<file path="config.mk">
export PLATFORM = sky130hd
export DESIGN_NAME = sprite_engine
export DESIGN_NICKNAME = d
export VERILOG_FILES = /design/src/rtl/sprite_pkg.sv /design/src/rtl/sprite_motion.sv /design/src/rtl/sprite_engine.sv
export SDC_FILE = /design/constraint.sdc
export NUM_CORES = 1
export LEC_CHECK = 0
export ABC_AREA = 1
export BUFFER_PORTS_ARGS = -buffer_cell sky130_fd_sc_hd__buf_2
export CAP_MARGIN = 10
export CELL_PAD_IN_SITES_DETAIL_PLACEMENT = 0
export CELL_PAD_IN_SITES_GLOBAL_PLACEMENT = 2
export CORE_MARGIN = 2
export CORE_UTILIZATION = 36
export DETAILED_ROUTE_END_ITERATION = 10
export PLACE_DENSITY = 0.9
export SLEW_MARGIN = 10
export SYNTH_ARGS = -nofsm -noshare
export SYNTH_HDL_FRONTEND = slang
export SYNTH_HIERARCHICAL = 1
export SYNTH_SLANG_ARGS = --single-unit
</file>
<file path="constraint.sdc">
create_clock -name px_clk -period 5 [get_ports px_clk]
set_input_delay 0.75 -clock px_clk [delete_from_list [all_inputs] [get_ports px_clk]]
set_output_delay 0.75 -clock px_clk [all_outputs]
set_load 0.01 [all_outputs]
</file>
<file path="src/rtl/sprite_pkg.sv">
// Shared definitions for the sprite renderer: sprite bitmap ROM, motion FSM
// states, default screen geometry and per-sprite state record.
package sprite_pkg;

  localparam int H_ACTIVE_DEF = 640;
  localparam int V_ACTIVE_DEF = 480;
  localparam int RGB_W_MAX    = 24;

  typedef enum logic {
    IDLE   = 1'b0,
    UPDATE = 1'b1
  } motion_state_t;

  // rgb is sized for the widest colour depth; only the low 3*CDEPTH bits are used.
  typedef struct packed {
    logic                 en;
    logic [9:0]           x;
    logic [9:0]           y;
    logic [3:0]           dx;
    logic [3:0]           dy;
    logic [RGB_W_MAX-1:0] rgb;
  } sprite_t;

  // Rounded blob, indexed [row][col], bit 15 = col 15.
  localparam logic [15:0] SHAPE [16] = '{
    16'h07E0, 16'h1FF8, 16'h3FFC, 16'h7FFE,
    16'h7FFE, 16'hFFFF, 16'hFFFF, 16'hFFFF,
    16'hFFFF, 16'hFFFF, 16'hFFFF, 16'h7FFE,
    16'h7FFE, 16'h3FFC, 16'h1FF8, 16'h07E0
  };

  function automatic logic shape_bit(input logic [3:0] row, input logic [3:0] col);
    return SHAPE[row][col];
  endfunction

endpackage

</file>
<file path="src/rtl/sprite_motion.sv">
// Single-axis bounce step: next position/velocity for one sprite coordinate,
// reflecting off 0 and off the supplied upper limit.
module sprite_motion (
  input  logic [9:0] pos,
  input  logic [3:0] vel,
  input  logic [9:0] limit,
  output logic [9:0] pos_nxt,
  output logic [3:0] vel_nxt
);

  logic signed [10:0] n;

  always_comb begin
    n       = signed'({1'b0, pos}) + signed'({{7{vel[3]}}, vel});
    pos_nxt = n[9:0];
    vel_nxt = vel;
    if (n[10]) begin
      pos_nxt = '0;
      vel_nxt = 4'd0 - vel;
    end else if (n[9:0] > limit) begin
      pos_nxt = limit;
      vel_nxt = 4'd0 - vel;
    end
  end

endmodule

</file>
<file path="src/rtl/sprite_engine.sv">
// NSPR-sprite renderer with per-frame bounce motion and index-priority
// compositing. Define SPRITE_COLLISION_EN to build the overlap detector.
module sprite_engine
  import sprite_pkg::*;
#(
  parameter int NSPR     = 4,
  parameter int SPR_W    = 16,
  parameter int SPR_H    = 16,
  parameter int CDEPTH   = 4,
  parameter int H_ACTIVE = H_ACTIVE_DEF,
  parameter int V_ACTIVE = V_ACTIVE_DEF
) (
  input  logic                  px_clk,
  input  logic                  rstn,
  input  logic [9:0]            x_px,
  input  logic [9:0]            y_px,
  input  logic                  activevideo,
  input  logic                  cfg_we,
  input  logic [2:0]            cfg_idx,
  input  logic                  cfg_en,
  input  logic [9:0]            cfg_x,
  input  logic [9:0]            cfg_y,
  input  logic [3:0]            cfg_dx,
  input  logic [3:0]            cfg_dy,
  input  logic [3*CDEPTH-1:0]   cfg_rgb,
  input  logic [3*CDEPTH-1:0]   bg_rgb,
  output logic [CDEPTH-1:0]     r_out,
  output logic [CDEPTH-1:0]     g_out,
  output logic [CDEPTH-1:0]     b_out,
  output logic                  frame_tick,
  output logic                  collision,
  output motion_state_t         dbg_state
);

  localparam int         RGB_W  = 3 * CDEPTH;
  localparam logic [9:0] SPR_WV = 10'(SPR_W);
  localparam logic [9:0] SPR_HV = 10'(SPR_H);
  localparam logic [9:0] X_LIM  = 10'(H_ACTIVE - SPR_W);
  localparam logic [9:0] Y_LIM  = 10'(V_ACTIVE - SPR_H);
  localparam logic [9:0] V_LAST = 10'(V_ACTIVE - 1);
  localparam logic [9:0] V_BLNK = 10'(V_ACTIVE);
  localparam logic [2:0] IDX_LAST = 3'(NSPR - 1);

  sprite_t            spr [NSPR];
  motion_state_t      state_q, state_d;
  logic [2:0]         idx_q, idx_d;
  logic [9:0]         y_q;
  logic               tick_cond;

  logic [9:0]         rel_x [NSPR];
  logic [9:0]         rel_y [NSPR];
  logic [NSPR-1:0]    opq_d, opq_q;
  logic               av_q;
  logic [RGB_W-1:0]   bg_q;
  logic [RGB_W-1:0]   pix_d, pix_q;

  sprite_t            cur;
  logic [9:0]         mx_pos, my_pos;
  logic [3:0]         mx_vel, my_vel;
  logic [RGB_W_MAX-1:0] rgb_wr;

  assign dbg_state = state_q;

  // ---------------- frame tick ----------------
  assign tick_cond = (y_q == V_LAST) && (y_px == V_BLNK);

  always_ff @(posedge px_clk or negedge rstn) begin
    if (!rstn) begin
      y_q        <= '0;
      frame_tick <= 1'b0;
    end else begin
      y_q        <= y_px;
      frame_tick <= tick_cond;
    end
  end

  // ---------------- motion FSM ----------------
  always_ff @(posedge px_clk or negedge rstn) begin
    if (!rstn) begin
      state_q <= IDLE;
      idx_q   <= '0;
    end else begin
      state_q <= state_d;
      idx_q   <= idx_d;
    end
  end

  always_comb begin
    state_d = state_q;
    idx_d   = idx_q;
    case (state_q)
      IDLE: begin
        if (frame_tick) begin
          state_d = UPDATE;
          idx_d   = '0;
        end
      end
      UPDATE: begin
        if (idx_q == IDX_LAST) state_d = IDLE;
        else                   idx_d   = idx_q + 3'd1;
      end
      default: state_d = IDLE;
    endcase
  end

  always_comb begin
    cur = '0;
    for (int i = 0; i < NSPR; i++) begin
      if (idx_q == 3'(i)) cur = spr[i];
    end
  end

  sprite_motion u_motion_x (
    .pos     (cur.x),
    .vel     (cur.dx),
    .limit   (X_LIM),
    .pos_nxt (mx_pos),
    .vel_nxt (mx_vel)
  );

  sprite_motion u_motion_y (
    .pos     (cur.y),
    .vel     (cur.dy),
    .limit   (Y_LIM),
    .pos_nxt (my_pos),
    .vel_nxt (my_vel)
  );

  always_comb begin
    rgb_wr            = '0;
    rgb_wr[RGB_W-1:0] = cfg_rgb;
  end

  // A config write to the sprite under update wins and cancels its motion step.
  always_ff @(posedge px_clk or negedge rstn) begin
    if (!rstn) begin
      for (int i = 0; i < NSPR; i++) spr[i] <= '0;
    end else begin
      for (int i = 0; i < NSPR; i++) begin
        if (cfg_we && (cfg_idx == 3'(i))) begin
          spr[i].en  <= cfg_en;
          spr[i].x   <= cfg_x;
          spr[i].y   <= cfg_y;
          spr[i].dx  <= cfg_dx;
          spr[i].dy  <= cfg_dy;
          spr[i].rgb <= rgb_wr;
        end else if ((state_q == UPDATE) && (idx_q == 3'(i)) && spr[i].en) begin
          spr[i].x  <= mx_pos;
          spr[i].dx <= mx_vel;
          spr[i].y  <= my_pos;
          spr[i].dy <= my_vel;
        end
      end
    end
  end

  // ---------------- stage 1: hit test ----------------
  // Unsigned differences wrap for pixels left of / above a sprite, so they miss.
  always_comb begin
    for (int i = 0; i < NSPR; i++) begin
      rel_x[i] = x_px - spr[i].x;
      rel_y[i] = y_px - spr[i].y;
      opq_d[i] = spr[i].en && (rel_x[i] < SPR_WV) && (rel_y[i] < SPR_HV) &&
                 shape_bit(rel_y[i][3:0], rel_x[i][3:0]);
    end
  end

  always_ff @(posedge px_clk or negedge rstn) begin
    if (!rstn) begin
      opq_q <= '0;
      av_q  <= 1'b0;
      bg_q  <= '0;
    end else begin
      opq_q <= opq_d;
      av_q  <= activevideo;
      bg_q  <= bg_rgb;
    end
  end

  // ---------------- stage 2: priority compositing ----------------
  always_comb begin
    pix_d = bg_q;
    for (int i = NSPR - 1; i >= 0; i--) begin
      if (opq_q[i]) pix_d = spr[i].rgb[RGB_W-1:0];
    end
    if (!av_q) pix_d = '0;
  end

  always_ff @(posedge px_clk or negedge rstn) begin
    if (!rstn) pix_q <= '0;
    else       pix_q <= pix_d;
  end

  assign r_out = pix_q[3*CDEPTH-1:2*CDEPTH];
  assign g_out = pix_q[2*CDEPTH-1:CDEPTH];
  assign b_out = pix_q[CDEPTH-1:0];

  // ---------------- optional overlap detector ----------------
`ifdef SPRITE_COLLISION_EN
  logic multi;
  logic seen;
  logic coll_acc;
  logic collision_q;

  always_comb begin
    seen  = 1'b0;
    multi = 1'b0;
    for (int i = 0; i < NSPR; i++) begin
      if (opq_d[i]) begin
        if (seen) multi = 1'b1;
        seen = 1'b1;
      end
    end
    multi = multi && activevideo;
  end

  always_ff @(posedge px_clk or negedge rstn) begin
    if (!rstn) begin
      coll_acc    <= 1'b0;
      collision_q <= 1'b0;
    end else if (frame_tick) begin
      collision_q <= coll_acc;
      coll_acc    <= multi;
    end else begin
      coll_acc    <= coll_acc | multi;
    end
  end

  assign collision = collision_q;
`else
  assign collision = 1'b0;
`endif

endmodule

</file>
* Yosys cells after proc, flatten, opt, wreduce, memory -nomap -nowiden *
Memory sizes are Yosys's and may differ from the RTL's.
Cells that the tools add are included.

storage, ports and cells
  output and inout bits = 15
  memories kept = 4
  flip-flop bits (word level) = 208
  memory bits (read-only) = 1,024
  logic and storage cells = 161

memory list
  memory           depth  width  read ports  clocked after Yosys merged registers in  write ports  line              text
  (no name shown)  16     16     1           0                                        0            sprite_pkg.sv:33  return SHAPE[row][col];
  (no name shown)  16     16     1           0                                        0            sprite_pkg.sv:33
  (no name shown)  16     16     1           0                                        0            sprite_pkg.sv:33
  (no name shown)  16     16     1           0                                        0            sprite_pkg.sv:33

operators by class
  $lt $le $gt $ge = 18
  $add $sub $neg = 13
  bitwise gates (word level) = 5
  reductions and logical operators = 32
  multiplexer cells = 47
  equal/unequal tests = 10

operators by type and width
  kind                    number
  $mux W28                8
  $mux W52                4
  $mux W16                8
  $lt A10 B5 Y1 const B   8
  $sub A10 B10 Y10        8
  $mux W12                5
  $mux W10                4
  $logic_and A1 B1 Y1     25
  $add A11 B4 Y11         2
  $eq A10 B9 Y1 const B   2
  $ge A5 B5 Y1 const B    4
  $lt A4 B5 Y1 const B    4
  $not A4 Y5              4
  $bmux W1 S4             4
  $mux W4                 4
  $eq A3 B2 Y1 const B    4
  $gt A10 B10 Y1 const B  1
  $gt A10 B9 Y1 const B   1
  $reduce_bool A2 Y1      4
  $sub A1 B4 Y4 const A   2
  $eq A3 B1 Y1 const B    2
  $logic_not A3 Y1        2
  $mux W1                 6
  $mux W3                 2
  6 further kinds         7

* Depth between registers and ports, before layout *
  word-level depth = 11
  depth in mapped cells = 35

* Hierarchy *
Netlist, hierarchy kept.

by module, submodules not included
  module         seq. area each (um^2)  area each (um^2)  cells each  times used
  sprite_engine  5,205.0                14,452.6          2,002       1
  sprite_motion  0.0                    1,217.4           213         2

* Least setup slack after synthesis *
OpenSTA, ideal clock, no wires.

  kind = reg2reg
  start = register idx_q[0]
  end = register spr[139] (netlist name)
  clock period less this slack = 4,537 ps
  slack = 463 ps
  stages on the path, launching flop included = 26
  buffers on the path = 3
  data required time = 4,917 ps
  arrival = 4,454 ps
  cell sequence = dfrtp_1 ha_1 ha_1 inv_1 clkbuf_1 clkbuf_1 o21ai_0 ha_1 a21oi_1 nand2_1 nand2_1 nand3_1 nand2_1 nand2_1 ha_1 nand2_1 nor2_2 nand4_2 nand2_4 buf_6 o21ai_1 nor2_1 inv_1 o21ai_0 o21ai_0 o21ai_0

RTL lines
  what                    line                 text
  start, declared         sprite_engine.sv:46  logic [2:0] idx_q, idx_d;
  start signal, assigned  sprite_engine.sv:84  idx_q <= idx_d;
  end, declared           sprite_engine.sv:44  sprite_t spr [NSPR];

==> summary.md <==
| Metric | Value |
|---|---|
| First-pass GRT wire length | ~86000 um |
| Number of max-cap violations | 0 |
| Worst endpoint required time | 5.50 ns |
| Critical Path Start Type | register |
| I/O Pins | 95 |
| Final TNS setup | 0 ns |
| Core area | between 0.04 and 0.05 mm^2 |
| Worst Tran Pin Value | roughly 1.2 ns |
| Most common cell type on the critical path | nand2_1 |
| Primary FF master, synth | dfrtp_1 |
| Hold Worst Slack | 0.156 ns |
| Power Dens Cells | 575 mW/mm^2 |
| Clock root cell | clkbuf_16 |
| Post-detailed-placement half-perimeter wirelength | roughly 42000 um |
| Count of unique library cells instantiated by Yosys | 50 |
| Post-route ant nets | 0 |
| Syn Std Cell Area | 0.0169 mm^2 |
| Reg clk slew, reported paths | 0.06 ns |
| Port Buffers | 93 |
| Max FO, Critical Path | 12 |
| Fin crit share | 94.0% |
| Internal reg-to-reg setup slack | 0.30 ns |
| CP arrival | 5.20 ns |
| Mapped Cells | 2428 |
| Sequential fraction of the synthesis area | 30.8% |
| Via density | 5.19 |
| Fin. max-slew vios | 0 |
| Total GRT Usage | a little under a quarter |
| Peak Freq | 213 MHz |
| Final net count | roughly 2800 |
| Clock Sinks | approximately 210 |
| Worst path slowest cell | o21ai_0 |
| Syn avg cell area | 6.96 um^2 |
| Commonest cells after routing, fill and taps aside | 550 x nand2_1, 388 x inv_1, 227 x o21ai_0 |
| Pre-antenna DRT Iters | 5 |
| CTS tree | done |
| Fin Clk Skew | 0.0138 ns |
| Status | completed |
| Syn-to-layout area delta | 15.8% |
| Die Y | ~220 um |
| Largest net degree at the start of global routing | 129 |
| GR Overflow Total | 0 |
| Capturing point of the worst reg2reg path | spr[157] |
| WS Path Type | register to register |
| Row count | between 70 and 80 |
| Max_slew headroom | 22.2% |
| H-tree Lvls | 1 |
| Drt total wl | 56300 um |
| Clock Path Buffers | 3 |
| GP Congestion | just over 0.9 |
| Yosys warns | 6 |
| Vias in the first global route | 15489 |
| R2r worst-path depth | 28 |
| CP Capture Type | register |
| Initial Utilization | between 30% and 40% |
| Antenna violations before repair | 1 |
| Die width | 221 um |
| Wire per inst | 17.7 um |
| FILL cells | a little under 5000 |
| Minimum clock period | about 4.7 ns |
| Synth Register Bits | ~210 |
| Hold crit path type | input pin to asynchronous set/reset pin |
| Leakage Power | 10.2 nW |
| Core Util, Final | a little over two fifths |
| Slowest cell delay on critical path | 0.46 ns |
| DR vias | ~16000 |
| # DRC | 0 |
| Layout cells sized above 1 | between 10% and 20% |
| Final antenna diode count | 0 |
| Final Hold Vio Count | 0 |
| Die ar. | 0.0487 mm^2 |
| R2R Path Start | idx_q[0] |
| Number of synthesized flops with an enable pin | 0 |
| Most common cell after layout, fill and taps aside | nand2_1 |
| Clock latency on the worst-skew pair | 0.56 ns |
| Final setup vio count | 0 |
| Peak VDD IR | roughly 0.00029 V |
| DRT iter0 DRCs | ~1200 |
| Asr flop ratio synth | 100% |
| Total power | 11.2 mW |
| Inserted Clock Buffers | 26 |
## synthesized netlist by cell type, drive strengths merged, types with 18 or more instances
library cell | n | area share (%)
nand2 | 578 | 14
inv | 400 | 8.9
o21ai | 256 | 7.8
nand3 | 236 | 7.3
dfrtp | 208 | 31
nor2 | 168 | 4.0
ha | 119 | 8.8
a21oi | 88 | 2.8
clkbuf | 58 | 1.3
o211ai | 57 | 2.5
nand4 | 41 | 1.7
buf | 30 | 0.96
o22ai | 29 | 1.1
o221ai | 28 | 1.5
xor2 | 22 | 1.1
nand3b | 18 | 0.80
## kinds of logic (layout without fill, tap and decap cells)
group,Yosys count,count (layout),synth area share [%]
buffers and inverters,488,596,11.1
muxes,12,12,0.711
AOI/OAI and AO/OA,496,496,17.4
and+or+nand+nor,1055,1057,28.0
adders and majority gates,129,129,10.0
other,2,35,0.0445
xor gates and xnor gates,38,38,1.97
DFF,208,208,30.8
## power breakdown
| group | switching (mW) | internal [mW] |
|---|---|---|
| Sequential | 0.245 | 2.05 |
| Clock | 0.772 | 1.22 |
| Combinational | 4.44 | 2.51 |
| Total | 5.46 | 5.78 |
## state kept, by name, summed over array words and instances, names as in the netlist
signal and cells:
bg_q 12, av_q 1, opq_q 4, frame_tick 1, spr 164, pix_q 12
y_q 10, idx_q 3, dbg_state 1
## repair_timing
| action | CTS | global route |
|---|---|---|
| buffers inserted | 0 | 24 |
| resized for setup | 0 | 51 |
| setup endpoints to repair | 0 | 70 |
| hold buffers | 0 | 0 |
## metal layers
layer / track usage (%) / routed length (um)
met5: 0 / 0
met4: 5.58 / 1350
met3: 3.75 / 3410
met2: 36.0 / 25000
met1: 32.3 / 26600
## worst max-delay path, delay by kind of cell (launching register included)
| kind | cells | cell delay (ns) |
|---|---|---|
| AOI/OAI and AO/OA | 3 | 0.72 |
| adders and majority gates | 5 | 1.33 |
| buffers and inverters | 6 | 0.64 |
| DFF | 1 | 0.41 |
| and+or+nand+nor | 14 | 1.52 |
## layout make-up
class / count / area (um^2) / share of cell area (%)
well taps: 607 / 759 / 3.89
multi-input cells: 1767 / 10100 / 51.9
inverters: 400 / 1510 / 7.70
clock inverters: 10 / 173 / 0.883
repair buffers: 151 / 1040 / 5.33
clock buffers: 35 / 724 / 3.71
flip-flops and latches: 208 / 5200 / 26.6
## per-stage QoR
step | instance area (um^2) | cells | setup slack, ns
after floorplan | 17000 | 2461 | 0.463
after global placement | 18200 | 3104 | 0.334
after detailed placement | 18200 | 3104 | 0.198
after CTS | 19100 | 3149 | 0.159
after global routing | 19500 | 3178 | -0.0363
final | 19500 | 3178 | 0.300
## how the worst max path moves through the flow
stage / end / depth (start not counted) / startpoint
2_1_floorplan: spr[139] / 25 / idx_q[0]
3_3_place_gp: spr[144] / 27 / idx_q[0]
3_5_place_dp: spr[153] / 33 / idx_q[0]
4_1_cts: spr[153] / 33 / idx_q[0]
5_1_grt: spr[149] / 32 / idx_q[1]
6_report: spr[157] / 28 / idx_q[0]
No activity file was read; power rests on OpenSTA's default activity.
